`config.mk`:
```
export PLATFORM = sky130hd
export DESIGN_NAME = mul_div_unit
export DESIGN_NICKNAME = d
export VERILOG_FILES = /design/src/rtl/md_pkg.sv /design/src/rtl/md_sign_fix.sv /design/src/rtl/mul_div_unit.sv
export SDC_FILE = /design/constraint.sdc
export NUM_CORES = 1
export LEC_CHECK = 0
export CORE_ASPECT_RATIO = 1.1
export CORE_UTILIZATION = 50
export CTS_CLUSTER_SIZE = 20
export DETAILED_ROUTE_END_ITERATION = 10
export PLACE_DENSITY_LB_ADDON = 0.25
export SLEW_MARGIN = 10
export SYNTH_ARGS = -nofsm -noshare
export SYNTH_HDL_FRONTEND = slang
export SYNTH_SLANG_ARGS = --single-unit
```
`constraint.sdc`:
```
create_clock -name clk -period 4 [get_ports clk]
set_input_delay 1 -clock clk [delete_from_list [all_inputs] [get_ports clk]]
set_output_delay 1 -clock clk [all_outputs]
set_load 0.05 [all_outputs]
```
`src/rtl/md_pkg.sv`:
```
// Shared op codes, FSM states and op-decode helpers for the multiply/divide unit.
package md_pkg;

  typedef enum logic [2:0] {
    MD_MULT  = 3'd0,
    MD_MULTU = 3'd1,
    MD_DIV   = 3'd2,
    MD_DIVU  = 3'd3,
    MD_MTHI  = 3'd4,
    MD_MTLO  = 3'd5
  } md_op_e;

  typedef enum logic [1:0] {
    IDLE = 2'd0,
    CALC = 2'd1,
    FIX  = 2'd2
  } md_state_e;

  function automatic logic md_is_iter(input logic [2:0] op);
    return (op == MD_MULT) || (op == MD_MULTU) || (op == MD_DIV) || (op == MD_DIVU);
  endfunction

  function automatic logic md_is_div(input logic [2:0] op);
    return (op == MD_DIV) || (op == MD_DIVU);
  endfunction

  function automatic logic md_is_signed(input logic [2:0] op);
    return (op == MD_MULT) || (op == MD_DIV);
  endfunction

endpackage

```
`src/rtl/md_sign_fix.sv`:
```
// Combinational sign handling: operand magnitudes on entry, result negation on exit.
module md_sign_fix #(
  parameter int WIDTH = 32
) (
  input  logic [WIDTH-1:0]   i_a,
  input  logic [WIDTH-1:0]   i_b,
  input  logic               i_signed,
  output logic [WIDTH-1:0]   o_mag_a,
  output logic [WIDTH-1:0]   o_mag_b,
  output logic               o_neg_a,
  output logic               o_neg_b,
  input  logic [2*WIDTH-1:0] i_acc,
  input  logic               i_is_div,
  input  logic               i_sa,
  input  logic               i_sb,
  output logic [WIDTH-1:0]   o_hi,
  output logic [WIDTH-1:0]   o_lo
);

  logic [2*WIDTH-1:0] w_prod;
  logic [WIDTH-1:0]   w_quo;
  logic [WIDTH-1:0]   w_rem;

  always_comb begin
    o_neg_a = i_signed & i_a[WIDTH-1];
    o_neg_b = i_signed & i_b[WIDTH-1];
    o_mag_a = o_neg_a ? ('0 - i_a) : i_a;
    o_mag_b = o_neg_b ? ('0 - i_b) : i_b;
  end

  // Remainder follows the dividend's sign; quotient and product follow sa^sb.
  always_comb begin
    w_prod = (i_sa ^ i_sb) ? ('0 - i_acc) : i_acc;
    w_quo  = (i_sa ^ i_sb) ? ('0 - i_acc[WIDTH-1:0]) : i_acc[WIDTH-1:0];
    w_rem  = i_sa ? ('0 - i_acc[2*WIDTH-1:WIDTH]) : i_acc[2*WIDTH-1:WIDTH];
    o_hi   = i_is_div ? w_rem : w_prod[2*WIDTH-1:WIDTH];
    o_lo   = i_is_div ? w_quo : w_prod[WIDTH-1:0];
  end

endmodule

```
`src/rtl/mul_div_unit.sv`:
```
// Iterative MULT/MULTU/DIV/DIVU unit owning HI/LO; one bit per cycle, stalls via md_busy.
module mul_div_unit
  import md_pkg::*;
#(
  parameter int WIDTH = 32
) (
  input  logic             clk,
  input  logic             resetn,
  input  logic             md_start,
  input  logic [2:0]       md_op,
  input  logic [WIDTH-1:0] md_a,
  input  logic [WIDTH-1:0] md_b,
  input  logic             md_flush,
  output logic             md_busy,
  output logic             md_done,
  output logic [WIDTH-1:0] hi,
  output logic [WIDTH-1:0] lo
);

  localparam int CW = (WIDTH > 1) ? $clog2(WIDTH) : 1;

  md_state_e        r_state;
  md_state_e        w_next;
  logic [CW-1:0]    r_cnt;
  logic [2*WIDTH:0] r_acc;
  logic [WIDTH-1:0] r_mcand;
  logic             r_is_div;
  logic             r_sa;
  logic             r_sb;
  logic             r_done;
  logic [WIDTH-1:0] r_hi;
  logic [WIDTH-1:0] r_lo;

  logic             w_accept;
  logic             w_div_zero;
  logic             w_signed;
  logic [WIDTH-1:0] w_mag_a;
  logic [WIDTH-1:0] w_mag_b;
  logic             w_neg_a;
  logic             w_neg_b;
  logic [WIDTH-1:0] w_fix_hi;
  logic [WIDTH-1:0] w_fix_lo;
  logic [WIDTH:0]   w_mul_sum;
  logic [WIDTH:0]   w_div_shift;
  logic [WIDTH+1:0] w_div_diff;
  logic [2*WIDTH:0] w_acc_next;

  assign w_accept   = (r_state == IDLE) && md_start && !md_flush;
  assign w_div_zero = md_is_div(md_op) && (md_b == '0);
  // Dividing the raw dividend by zero unsigned yields all-ones / raw dividend,
  // so clearing the sign flags gives the divide-by-zero result for free.
  assign w_signed   = md_is_signed(md_op) && !w_div_zero;

  md_sign_fix #(.WIDTH(WIDTH)) u_sign_fix (
    .i_a      (md_a),
    .i_b      (md_b),
    .i_signed (w_signed),
    .o_mag_a  (w_mag_a),
    .o_mag_b  (w_mag_b),
    .o_neg_a  (w_neg_a),
    .o_neg_b  (w_neg_b),
    .i_acc    (r_acc[2*WIDTH-1:0]),
    .i_is_div (r_is_div),
    .i_sa     (r_sa),
    .i_sb     (r_sb),
    .o_hi     (w_fix_hi),
    .o_lo     (w_fix_lo)
  );

  always_ff @(posedge clk) begin
    if (!resetn) r_state <= IDLE;
    else         r_state <= w_next;
  end

  always_comb begin
    w_next = r_state;
    case (r_state)
      IDLE:    if (w_accept && md_is_iter(md_op)) w_next = CALC;
      CALC:    if (r_cnt == CW'(WIDTH - 1)) w_next = FIX;
      FIX:     w_next = IDLE;
      default: w_next = IDLE;
    endcase
    if (md_flush) w_next = IDLE;
  end

  // Accumulator keeps a spare top bit so the WIDTH+1-bit sum/remainder never truncates.
  // Multiply: [2W:W] partial upper, [W-1:0] multiplier. Divide: [2W:W] remainder, [W-1:0] quotient.
  always_comb begin
    w_mul_sum   = r_acc[2*WIDTH:WIDTH] + (r_acc[0] ? {1'b0, r_mcand} : '0);
    w_div_shift = {r_acc[2*WIDTH-1:WIDTH], r_acc[WIDTH-1]};
    w_div_diff  = {1'b0, w_div_shift} - {2'b00, r_mcand};
    if (r_is_div) begin
      if (!w_div_diff[WIDTH+1]) w_acc_next = {w_div_diff[WIDTH:0], r_acc[WIDTH-2:0], 1'b1};
      else                      w_acc_next = {w_div_shift, r_acc[WIDTH-2:0], 1'b0};
    end else begin
      w_acc_next = {1'b0, w_mul_sum, r_acc[WIDTH-1:1]};
    end
  end

  always_ff @(posedge clk) begin
    if (!resetn) begin
      r_hi     <= '0;
      r_lo     <= '0;
      r_done   <= 1'b0;
      r_cnt    <= '0;
      r_acc    <= '0;
      r_mcand  <= '0;
      r_is_div <= 1'b0;
      r_sa     <= 1'b0;
      r_sb     <= 1'b0;
    end else begin
      r_done <= 1'b0;
      if (!md_flush) begin
        case (r_state)
          IDLE: begin
            if (w_accept) begin
              if (md_op == MD_MTHI) r_hi <= md_a;
              if (md_op == MD_MTLO) r_lo <= md_a;
              if (md_is_iter(md_op)) begin
                r_is_div <= md_is_div(md_op);
                r_sa     <= w_neg_a;
                r_sb     <= w_neg_b;
                r_cnt    <= '0;
                r_mcand  <= md_is_div(md_op) ? w_mag_b : w_mag_a;
                r_acc    <= {{(WIDTH+1){1'b0}}, (md_is_div(md_op) ? w_mag_a : w_mag_b)};
              end
            end
          end
          CALC: begin
            r_acc <= w_acc_next;
            r_cnt <= r_cnt + CW'(1);
          end
          FIX: begin
            r_hi   <= w_fix_hi;
            r_lo   <= w_fix_lo;
            r_done <= 1'b1;
          end
          default: ;
        endcase
      end
    end
  end

  assign md_busy = (r_state != IDLE);
  assign md_done = r_done;
  assign hi      = r_hi;
  assign lo      = r_lo;

endmodule

```
### Word level (Yosys, flattened, before mapping)

Index checks and enable logic that the tools add are counted.

| word-level totals | value |
|---|---|
| register bits | 172 |
| output and inout bits | 66 |

| operators by class | value |
|---|---|
| $add $sub $neg | 8 |
| equality and inequality tests | 14 |
| mux-type cells | 28 |
| bitwise logic cells | 5 |
| reductions and logical operators | 24 |

Operators by type and width:

| kind | number |
|---|---|
| 32-bit two-way mux | 13 |
| 65-bit two-way mux | 4 |
| 65-bit case mux with 2 select lines | 1 |
| 32-bit case mux with 2 select lines | 2 |
| 1-bit by 32-bit subtractor with 32-bit output (first input constant) | 4 |
| 64-bit two-way mux | 1 |
| 1-bit by 64-bit subtractor with 64-bit output (first input constant) | 1 |
| 33-bit by 32-bit subtractor with 34-bit output | 1 |
| 33-bit by 32-bit adder with 33-bit output | 1 |
| 32-bit zero test | 1 |
| 4-bit AND reduction | 4 |
| 5-bit two-way mux | 2 |
| 5-bit case mux with 2 select lines | 1 |
| 2-bit by 1-bit != test with 1-bit output (second input constant) | 4 |
| 3-bit by 2-bit equality test with 1-bit output (second input constant) | 2 |
| 3-bit equality test (second input constant) | 2 |
| 2-bit nonzero test | 3 |
| 5-bit by 1-bit adder with 5-bit output (second input constant) | 1 |
| 5-bit equality test (second input constant) | 1 |
| 1-bit logical AND | 5 |
| 1-bit logical OR | 5 |
| 2-bit two-way mux | 2 |
| 2-bit != test (second input constant) | 2 |
| 2-bit case mux with 2 select lines | 1 |
| 12 further kinds | 15 |

### Depth between registers and ports, before layout

Gate-level depths: netlist of run 1.

| logic depth | value |
|---|---|
| word-level depth | 11 |
| depth in mapped cells | 14 |

### By module

A second synthesis of run 1 with hierarchy kept.

| unflattened totals | value |
|---|---|
| cell total of the unflattened synthesis | 2116 |
| area total of the unflattened synthesis | 15158.3 µm² |

Modules (own cells, without submodules):

| module | times used | cells each | area an instance (µm²) |
|---|---|---|---|
| mul_div_unit | 1 | 1595 | 11842.6 |
| md_sign_fix | 1 | 521 | 3315.7 |

### Least setup slack after synthesis of run 1

Ideal clock, no wire load.

| timing | value |
|---|---|
| kind | input -> register |
| start point | input md_b[0] |
| end point | register r_acc[19] |
| setup time | 0.133 ns |
| data arrival time | 3.248 ns |
| required time | 3.867 ns |
| setup slack | 0.619 ns |
| cell stages on the path | 12 |
| path through | inv_1 -> ha_1 -> or3b_2 -> nor4_4 -> nand4_2 -> o211a_1 -> buf_6 -> o31ai_1 -> xor2_1 -> nand2_1 -> a21oi_1 -> o22ai_1 |

| between the ends | value |
|---|---|
| word-level cells in the longest chain between the ends | 10 |
| elaborated cells on any way between the ends | 13 |
| classes of those cells | add/sub (1); mux (6); bitwise (2); reduce/logical (4) |

Ends and longest elaborated chain:

| item | RTL line | source |
|---|---|---|
| start, declared | mul_div_unit.sv:12 | `input logic [WIDTH-1:0] md_b,` |
| parallel branches: the longest is 6 deep, another holds 1-bit by 32-bit subtractor with 32-bit output | -- |  |
| 32-bit two-way mux (*) | mul_div_unit.sv:125 | `r_acc <= {{(WIDTH+1){1'b0}}, (md_is_div(md_op) ? w_mag_a : w_mag_b)};` |
| 65-bit two-way mux (*) | mul_div_unit.sv:119 | `if (md_is_iter(md_op)) begin` |
| 65-bit two-way mux (*) | mul_div_unit.sv:116 | `if (w_accept) begin` |
| 65-bit case mux with 2 select lines (*) | mul_div_unit.sv:114 | `case (r_state)` |
| end signal, assigned | mul_div_unit.sv:125 |  |
| end signal, assigned | mul_div_unit.sv:130 | `r_acc <= w_acc_next;` |
| end, declared | mul_div_unit.sv:25 | `logic [2*WIDTH:0] r_acc;` |

Every way passes the cells marked *. The select of a mux whose other input is x is not followed.
A chain may end at the register's enable or synchronous reset.

### Final worst setup path of run 1

| timing | value |
|---|---|
| start point | register r_acc[0] |
| end point | register r_acc[62] |

| between the ends | value |
|---|---|
| word-level cells in the longest chain between the ends | 4 |

Ends and longest elaborated chain:

| item | RTL line | source |
|---|---|---|
| 32-bit two-way mux | mul_div_unit.sv:89 | `w_mul_sum = r_acc[2*WIDTH:WIDTH] + (r_acc[0] ? {1'b0, r_mcand} : '0);` |
| 33-bit by 32-bit adder with 33-bit output | mul_div_unit.sv:89 |  |
| 65-bit two-way mux | mul_div_unit.sv:92 | `if (r_is_div) begin` |
| 65-bit case mux with 2 select lines | mul_div_unit.sv:114 |  |

Every way passes these cells.

==> results of run 1 <==
-- sequential cells by signal (all words and copies together), names as in the netlist, 2 cells and up --
| name | count |
|---|---|
| r_acc | 65 |
| hi | 32 |
| lo | 32 |
| r_mcand | 32 |
| r_cnt | 5 |
| r_state | 2 |
-- area by class of cell --
type | instances | area, sq um | area share
diodes | 1 | 2.50 | 0.000142
clock buffers | 19 | 443 | 0.0252
clock inverters | 13 | 134 | 0.00761
inverters | 66 | 248 | 0.0141
multi-input cells | 1617 | 10600 | 0.600
flip-flops and latches | 172 | 3440 | 0.196
well taps | 368 | 460 | 0.0262
repair buffers | 256 | 2300 | 0.131
-- worst min-delay path, cell delays in order, from the launching register on --
cell	delay, ns
dfxtp_1	0.32
nand2_1	0.06
o31ai_1	0.05
-- metrics by stage --
step	util	cell area (sq um)	hold WS (ns)	cells	power, uW
3_5_place_dp	0.589	17000	0.460	2479	3030
3_3_place_gp	0.589	17000	0.455	2479	3020
4_1_cts	0.609	17600	0.470	2511	4700
2_1_floorplan	-	14700	0.450	1982	2560
5_1_grt	0.609	17600	0.486	2512	4880
6_report	0.609	17600	0.474	2512	4740
-- routing by layer --
layer	share of wire	global-route usage	wire, microns	vias to the layer above
met5	0	0	0	-
met4	0.082	0.308	5000	0
met3	0.070	0.0531	4280	264
met2	0.47	0.673	28500	870
met1	0.38	0.462	23200	8006
li1	-	-	-	7551
-- where the power goes --
part,internal [uW],leakage (uW),total [uW],switching [uW]
logic,480,0.00524,1230,749
clock network,888,0.000272,1700,809
registers,1760,0.00139,1810,56.7
-- cell families after synthesis --
logic type | count (synthesis)
multiplexers | 51
XOR/XNOR | 171
buffers and inverters | 193
AND/OR/NAND/NOR | 645
AO/OA/AOI/OAI | 678
adder cells (fa/ha/maj) | 72
flip-flops | 172
-- worst max path at each step --
stage | startpoint | end | slack, ns | depth (start not counted)
2_1_floorplan | md_b[0] | r_acc[19] | 0.62 | 12
3_3_place_gp | md_b[1] | r_acc[19] | 0.1 | 13
3_5_place_dp | md_b[1] | r_acc[17] | 0.01 | 12
4_1_cts | r_acc[0] | r_acc[62] | 0.33 | 12
5_1_grt | r_acc[0] | r_acc[61] | 0.01 | 15
6_report | r_acc[0] | r_acc[62] | 0.20 | 12
-- cells in the final DEF (no fill, tap or decap), types with 14 or more instances in the layout --
master,instances
o211ai_1,18
clkdlybuf4s50_1,135
mux2i_1,37
buf_4,118
xnor2_1,100
inv_1,65
a211oi_1,41
o21a_1,15
nor2_1,177
dfxtp_1,171
nor4_1,18
ha_1,70
nand2_1,161
nor2b_1,53
clkbuf_16,17
o31ai_1,25
nor3_1,46
a22oi_1,25
a21o_1,32
and3_1,18
a31oi_1,21
o21ai_0,135
and2_1,36
mux2_2,14
nand3_1,41
or3_1,17
a21oi_1,222
o221ai_1,21
xor2_1,70
==> flow_metrics.tcl, run 1 <==
set metrics [dict create \
    syn-num-nets 2125 \
    io_buffers 136 \
    path_class "register to register" \
    synth_top_area_cell "dfxtp_1" \
    cap_violations 0 \
    period_needed_ns 3.80 \
    cts.htree.levels 4 \
    cts_root_buf "clkbuf_16" \
    p_leak_uw 0.00691 \
    end_kind "register" \
    synth_cell_type_count 82 \
    synth_compound_area_frac 0.298 \
    yosysWarnings 0 \
    critPathBufInv 1 \
    antenna_found_initial 1 \
    area_growth_pct 19.4 \
    cp_data_arrival_time_ns 4.14 \
    cts.reportedPaths.clkPinSlew_ns 0.08 \
    drv_slew 0 \
    grt.total_usage 0.399 \
    grt_setup_unrepaired "false" \
    synthMuxAreaShare 0.0358 \
    p_per_area_nw_per_um2 269 \
    io_pins 137 \
    critPathSlowestCell "a2111oi_0" \
    fin_crit_sh 0.949 \
    final_hold_viol_count 0 \
    min_delay_path_depth 2 \
    synth_edf_count 0 \
    n_fill_cell 2660 \
    yosysMostFrequentCell "a21oi_1" \
    timing.final.ws_setup_ns 0.203 \
    reg2reg_to "r_acc[62]" \
    ys.flop_type "dfxtp_1" \
    relSlewSlack 0.205 \
    ys_ff_latch 172 \
    cts-hold-fix-buffers 0 \
    hold_path_end "hi[6]" \
    synthArstFlopShare 0 \
    fin_skew_ns 0.00969 \
    die_h_microns 182 \
    netlist_instances 1982 \
    cts_tree "built" \
    cts_buffer_depth 2 \
    dp_hpwl_mm 47.1 \
    cts_num_sinks 172 \
    worstMarginPinSlew_ns 1.19 \
    yosysTopAreaCellShare 0.234 \
    r2r_start "r_acc[0]" \
    synth_xor_xnor_area_share 0.102 \
    min_path_type "register to register" \
    vias 16700 \
    dr.pass1.iters 5 \
    post_cts_buffers 0 \
    core_area_sq_um 28900 \
    cpMostUsedCell "o21ai_0" \
    die_w_microns 166 \
    grt-ovfl-total 0 \
    drive_gt1_frac 0.0961 \
    startpoint_type "register" \
    wl_mm 61.0 \
    wl_per_cell_microns 24.3 \
    grt_pass1_wl_mm 92.2 \
    dp_slack_ns 0.0115 \
    post_cts_resized 0 \
    synth_common_cells "a21oi_1, nor2_1, dfxtp_1" \
    yosys.area_share.simple 0.218 \
    yosysSeqAreaShare 0.234 \
    tns_ns 0 \
    vias_per_cell 6.64 \
    yosys-top-cells-area "dfxtp_1, a21oi_1, xnor2_1" \
    rrSetupSlack_ns 0.20 \
    final_nets 2273 \
    die_area_sq_um 30200 \
    cp_cell_sequence "buf_4, and2_1, ha_1, a211o_1, a2111oi_0, o21ai_0, a22oi_1, o21a_1, o31a_1, o21ai_0, mux2i_1, a2111o_1" \
    grt_max_degree 76 \
    cp_top_family "compound AO/OA/AOI/OAI gates" \
    syn-mean-instance-area_sq_um 7.44 \
    synth_area_sq_um 14700 \
    drc 0 \
    slowest_delay_ns 0.61 \
    clk_latency_ns 0.45 \
    cp.required_ns 4.34 \
    synth_top_family_by_area "compound AO/OA/AOI/OAI gates" \
    min_from "hi[6]" \
    fp-row-count 65 \
    worst-path-max-fanout 6 \
    finalSetupViolations 0 \
    outcome "completed" \
    synth-adder-area-share 0.0621 \
    r2r_cells 12 \
    cts_buffers 17 \
    initialDrtViolationCount 1776 \
    detail-route-antenna-nets 0 \
    start_util 0.510 \
    peakVddDrop_uv 279 \
    place_congestion 0.979 \
    fmax_mhz 263 \
    grt_pass1_vias 16000 \
]
Power figures use the tool's default switching activity.
==> inputs of run 2 (changes only) <==
Settings changed: CORE_UTILIZATION 50 to 30, SLEW_MARGIN 10 to 20.
==> flow_metrics.tcl, run 2 (same netlist as run 1, synthesis figures left out) <==
set metrics [dict create \
    timing.final.ws_setup_ns 0.182 \
    clk_latency_ns 0.51 \
    fin_crit_sh 0.954 \
    period_needed_ns 3.82 \
    vias_per_cell 5.72 \
    die_w_microns 213 \
    min_path_type "register to register" \
    fmax_mhz 262 \
    largest_register_ffs 65 \
    grt_setup_unrepaired "false" \
    place_area_sq_um 17500 \
    design_area_sq_um 18100 \
    path_class "register to register" \
    peakVddDrop_uv 321 \
    layout_common_cells "a21oi_1, nor2_1, dfxtp_1" \
    die_h_microns 234 \
    dp_slack_ns -0.296 \
    cts_tree "built" \
    grt-ovfl-total 0 \
    final_common_cell "a21oi_1" \
    initialDrtViolationCount 1360 \
    relSlewSlack 0.434 \
    grt_max_degree 136 \
    end_kind "register" \
    place_congestion 0.939 \
    final_hold_viol_count 0 \
    antenna_found_initial 0 \
    vias 16000 \
    wl_mm 65.0 \
    diodes 0 \
    start_util 0.306 \
    io_pins 137 \
    post_cts_resized 2 \
    p_leak_uw 0.00700 \
    startpoint_type "register" \
    cts_buffer_depth 2 \
    cts_num_sinks 172 \
    outcome "completed" \
    core_area_sq_um 48100 \
    drv_slew 0 \
    wl_per_cell_microns 23.2 \
    cts.htree.levels 4 \
    p_per_area_nw_per_um2 267 \
    cts_root_buf "clkbuf_16" \
    io_buffers 136 \
    fin_skew_ns 0.0169 \
    cts.reportedPaths.clkPinSlew_ns 0.08 \
    cap_violations 0 \
    final_nets 2285 \
    grt_pass1_wl_mm 95.4 \
    cp_data_arrival_time_ns 4.21 \
    worstMarginPinSlew_ns 0.838 \
    finalSetupViolations 0 \
    dr.pass1.iters 5 \
    power.total_uw 4830 \
    drc 0 \
    cp.required_ns 4.39 \
    fp-row-count 84 \
    drive_gt1_frac 0.103 \
    post_cts_buffers 0 \
    detail-route-antenna-nets 0 \
    worst-path-max-fanout 15 \
    grt_pass1_vias 15100 \
    area_growth_pct 22.8 \
    cts-hold-fix-buffers 0 \
    dp_hpwl_mm 51.0 \
    grt.total_usage 0.258 \
    largest-register "r_acc" \
    die_area_sq_um 50000 \
    cts_buffers 17 \
]
## run 2: worst max-delay path: stages, from the launching register on
cell	delay [ns]
dfxtp_1	0.33
inv_1	0.27
buf_4	0.29
nor2_1	0.07
ha_1	0.42
and4_1	0.23
o2111ai_1	0.12
o21ai_0	0.47
a22oi_2	0.18
o21a_1	0.29
o31a_1	0.32
o21ai_0	0.28
mux2i_1	0.15
a2111o_1	0.29
## run 2: routing by layer
| metal | share of wire | track usage |
|---|---|---|
| met3 | 0.061 | 0.0410 |
| met4 | 0.042 | 0.119 |
| met2 | 0.47 | 0.423 |
| met5 | 0 | 0 |
| met1 | 0.42 | 0.332 |
## run 2: final timing paths
kind                                from        end  slack, ns  cells after the start
worst min register to register     hi[6]      hi[6]       0.48                      2
worst min-delay path               hi[6]      hi[6]       0.48                      2
worst max register to register  r_acc[0]  r_acc[62]       0.18                     13
worst max-delay path            r_acc[0]  r_acc[62]       0.18                     13
## run 2: through the flow
step,util,setup TNS [ns],hold WS (ns),cells
after global placement,0.363,-0.451,0.466,2768
after floorplan,-,0,0.450,1982
final,0.376,0,0.479,2800
after global routing,0.376,0,0.499,2800
after CTS,0.375,0,0.481,2800
after detailed placement,0.363,-0.964,0.467,2768
## run 2: where the power goes
part | switching [uW] | internal [uW] | total (uW)
Clock | 883 | 885 | 1770
Sequential | 63.2 | 1760 | 1820
Combinational | 754 | 492 | 1250
Total | 1700 | 3130 | 4830
## run 2: layout make-up
class	instances	area [sq um]
Tap cell	645	807
Clock buffer	18	429
Fill cell	5184	30000
Inverter	66	248
Clock inverter	14	160
Sequential cell	172	3440
Timing Repair Buffer	268	2410
Multi-Input combinational cell	1617	10600
==> inputs of run 3 (changes only) <==
Settings changed: CTS_BUF_LIST set to sky130_fd_sc_hd__clkbuf_16.
==> flow_metrics.tcl, run 3 (same netlist as run 1, synthesis figures left out) <==
set metrics [dict create \
    outcome "completed" \
    end_kind "register" \
    area_growth_pct 22.8 \
    cts_tree "built" \
    path_class "register to register" \
    cts_num_sinks 172 \
    drt-met1-wl_mm 27.5 \
    timing.final.ws_setup_ns 0.183 \
    wl_met3_mm 4.11 \
    grt_pass1_vias 15100 \
    finalSetupViolations 0 \
    p_leak_uw 0.00700 \
    grt_max_degree 136 \
    final_cell_count_no_fill 2800 \
    fp-row-count 84 \
    period_needed_ns 3.82 \
    drv_slew 0 \
    dp_hpwl_mm 51.0 \
    largest-register "r_acc" \
    vias 16000 \
    initialDrtViolationCount 1358 \
    top_layer_used "met4" \
    peakVddDrop_uv 321 \
    cp.required_ns 4.39 \
    cts_buffers 17 \
    cp_data_arrival_time_ns 4.20 \
    min_from "hi[6]" \
    r2r_start "r_acc[0]" \
    fin_skew_ns 0.0169 \
    rrSetupSlack_ns 0.18 \
    startpoint_type "register" \
    cts_buffer_depth 2 \
    largest_register_ffs 65 \
    cts-hold-fix-buffers 0 \
    fmax_mhz 262 \
    final_nets 2285 \
    r2r_cells 13 \
    dr.pass1.iters 5 \
    numPlacedInstances 2768 \
    n_fill_cell 5184 \
    min_path_type "register to register" \
    wl_per_cell_microns 23.2 \
    diodes 0 \
    worst-path-max-fanout 15 \
    place_congestion 0.939 \
    power.total_uw 4830 \
    worstMarginPinSlew_ns 0.838 \
    fin_crit_sh 0.954 \
    grt-ovfl-total 0 \
    final_common_cell "a21oi_1" \
    dr_wl_met2_mm 30.7 \
    die_w_microns 213 \
    start_util 0.306 \
    cap_violations 0 \
    post_cts_buffers 0 \
    antenna_found_initial 0 \
    io_buffers 136 \
    min_delay_path_depth 2 \
    cts_root_buf "clkbuf_16" \
    wl_mm 65.0 \
    die_area_sq_um 50000 \
    drc 0 \
    cts.htree.levels 4 \
    reg2reg_to "r_acc[62]" \
    vias_per_cell 5.72 \
    detail-route-antenna-nets 0 \
    final_hold_viol_count 0 \
    cts.reportedPaths.clkPinSlew_ns 0.07 \
    hold_path_end "hi[6]" \
    clk_latency_ns 0.51 \
    die_h_microns 234 \
    grt.total_usage 0.258 \
    dp_slack_ns -0.296 \
    p_per_area_nw_per_um2 267 \
    layout_common_cells "a21oi_1, nor2_1, dfxtp_1" \
    drive_gt1_frac 0.103 \
    io_pins 137 \
    relSlewSlack 0.434 \
    grt_setup_unrepaired "false" \
    grt_pass1_wl_mm 95.4 \
    core_area_sq_um 48100 \
]
run 3: cell types whose count changed in the layout (fill, tap and decap cells not counted), sizes merged:
cell / delta
clkbuf: -1
inv: +1
run 3: area by class of cell:
| cell class | count | area [sq um] | share of cell area |
|---|---|---|---|
| multi-input cells | 1617 | 10600 | 0.586 |
| flip-flops and latches | 172 | 3440 | 0.190 |
| repair buffers | 268 | 2410 | 0.133 |
| well taps | 645 | 807 | 0.0446 |
| clock buffers | 17 | 425 | 0.0235 |
| inverters | 66 | 248 | 0.0137 |
| clock inverters | 15 | 164 | 0.00906 |
run 3: where the power goes:
group | leakage (uW) | total (uW) | internal (uW) | switching [uW]
combinational | 0.00531 | 1250 | 492 | 753
sequential | 0.00139 | 1820 | 1760 | 63.3
clock | 0.000292 | 1760 | 883 | 882
run 3: how the worst max path moves through the flow:
stage,cells after the start,start,endpoint
2_1_floorplan,12,md_b[0],r_acc[19]
3_3_place_gp,12,r_acc[0],r_acc[62]
3_5_place_dp,12,r_acc[0],r_acc[62]
4_1_cts,13,r_acc[0],r_acc[62]
5_1_grt,12,r_acc[0],r_acc[62]
6_report,13,r_acc[0],r_acc[62]
run 3: layer usage:
metal  vias to the layer above  global-route usage
met2                       606               0.423
met3                       113              0.0410
li1                       7595                   -
met5                         -                   0
met4                         0               0.119
met1                      7708               0.332
run 3: critical path, cell delays in order, from the launching register on:
cell,delay (ns)
dfxtp_1,0.33
inv_1,0.27
buf_4,0.29
nor2_1,0.07
ha_1,0.42
and4_1,0.23
o2111ai_1,0.12
o21ai_0,0.47
a22oi_2,0.18
o21a_1,0.29
o31a_1,0.32
o21ai_0,0.28
mux2i_1,0.15
a2111o_1,0.29
run 3: what timing repair did:
item                                    CTS  global route
endpoints found under the hold margin     0             0
cloned                                    0             0
resized for setup                         2             3
endpoints found under the setup margin    6             3
run 3: per-stage QoR:
step	area (sq um)	TNS [ns]	util	hold slack (ns)
2_1_floorplan	14700	0	-	0.450
3_3_place_gp	17500	-0.451	0.363	0.466
3_5_place_dp	17500	-0.964	0.363	0.467
4_1_cts	18100	0	0.375	0.481
5_1_grt	18100	0	0.376	0.499
6_report	18100	0	0.376	0.479
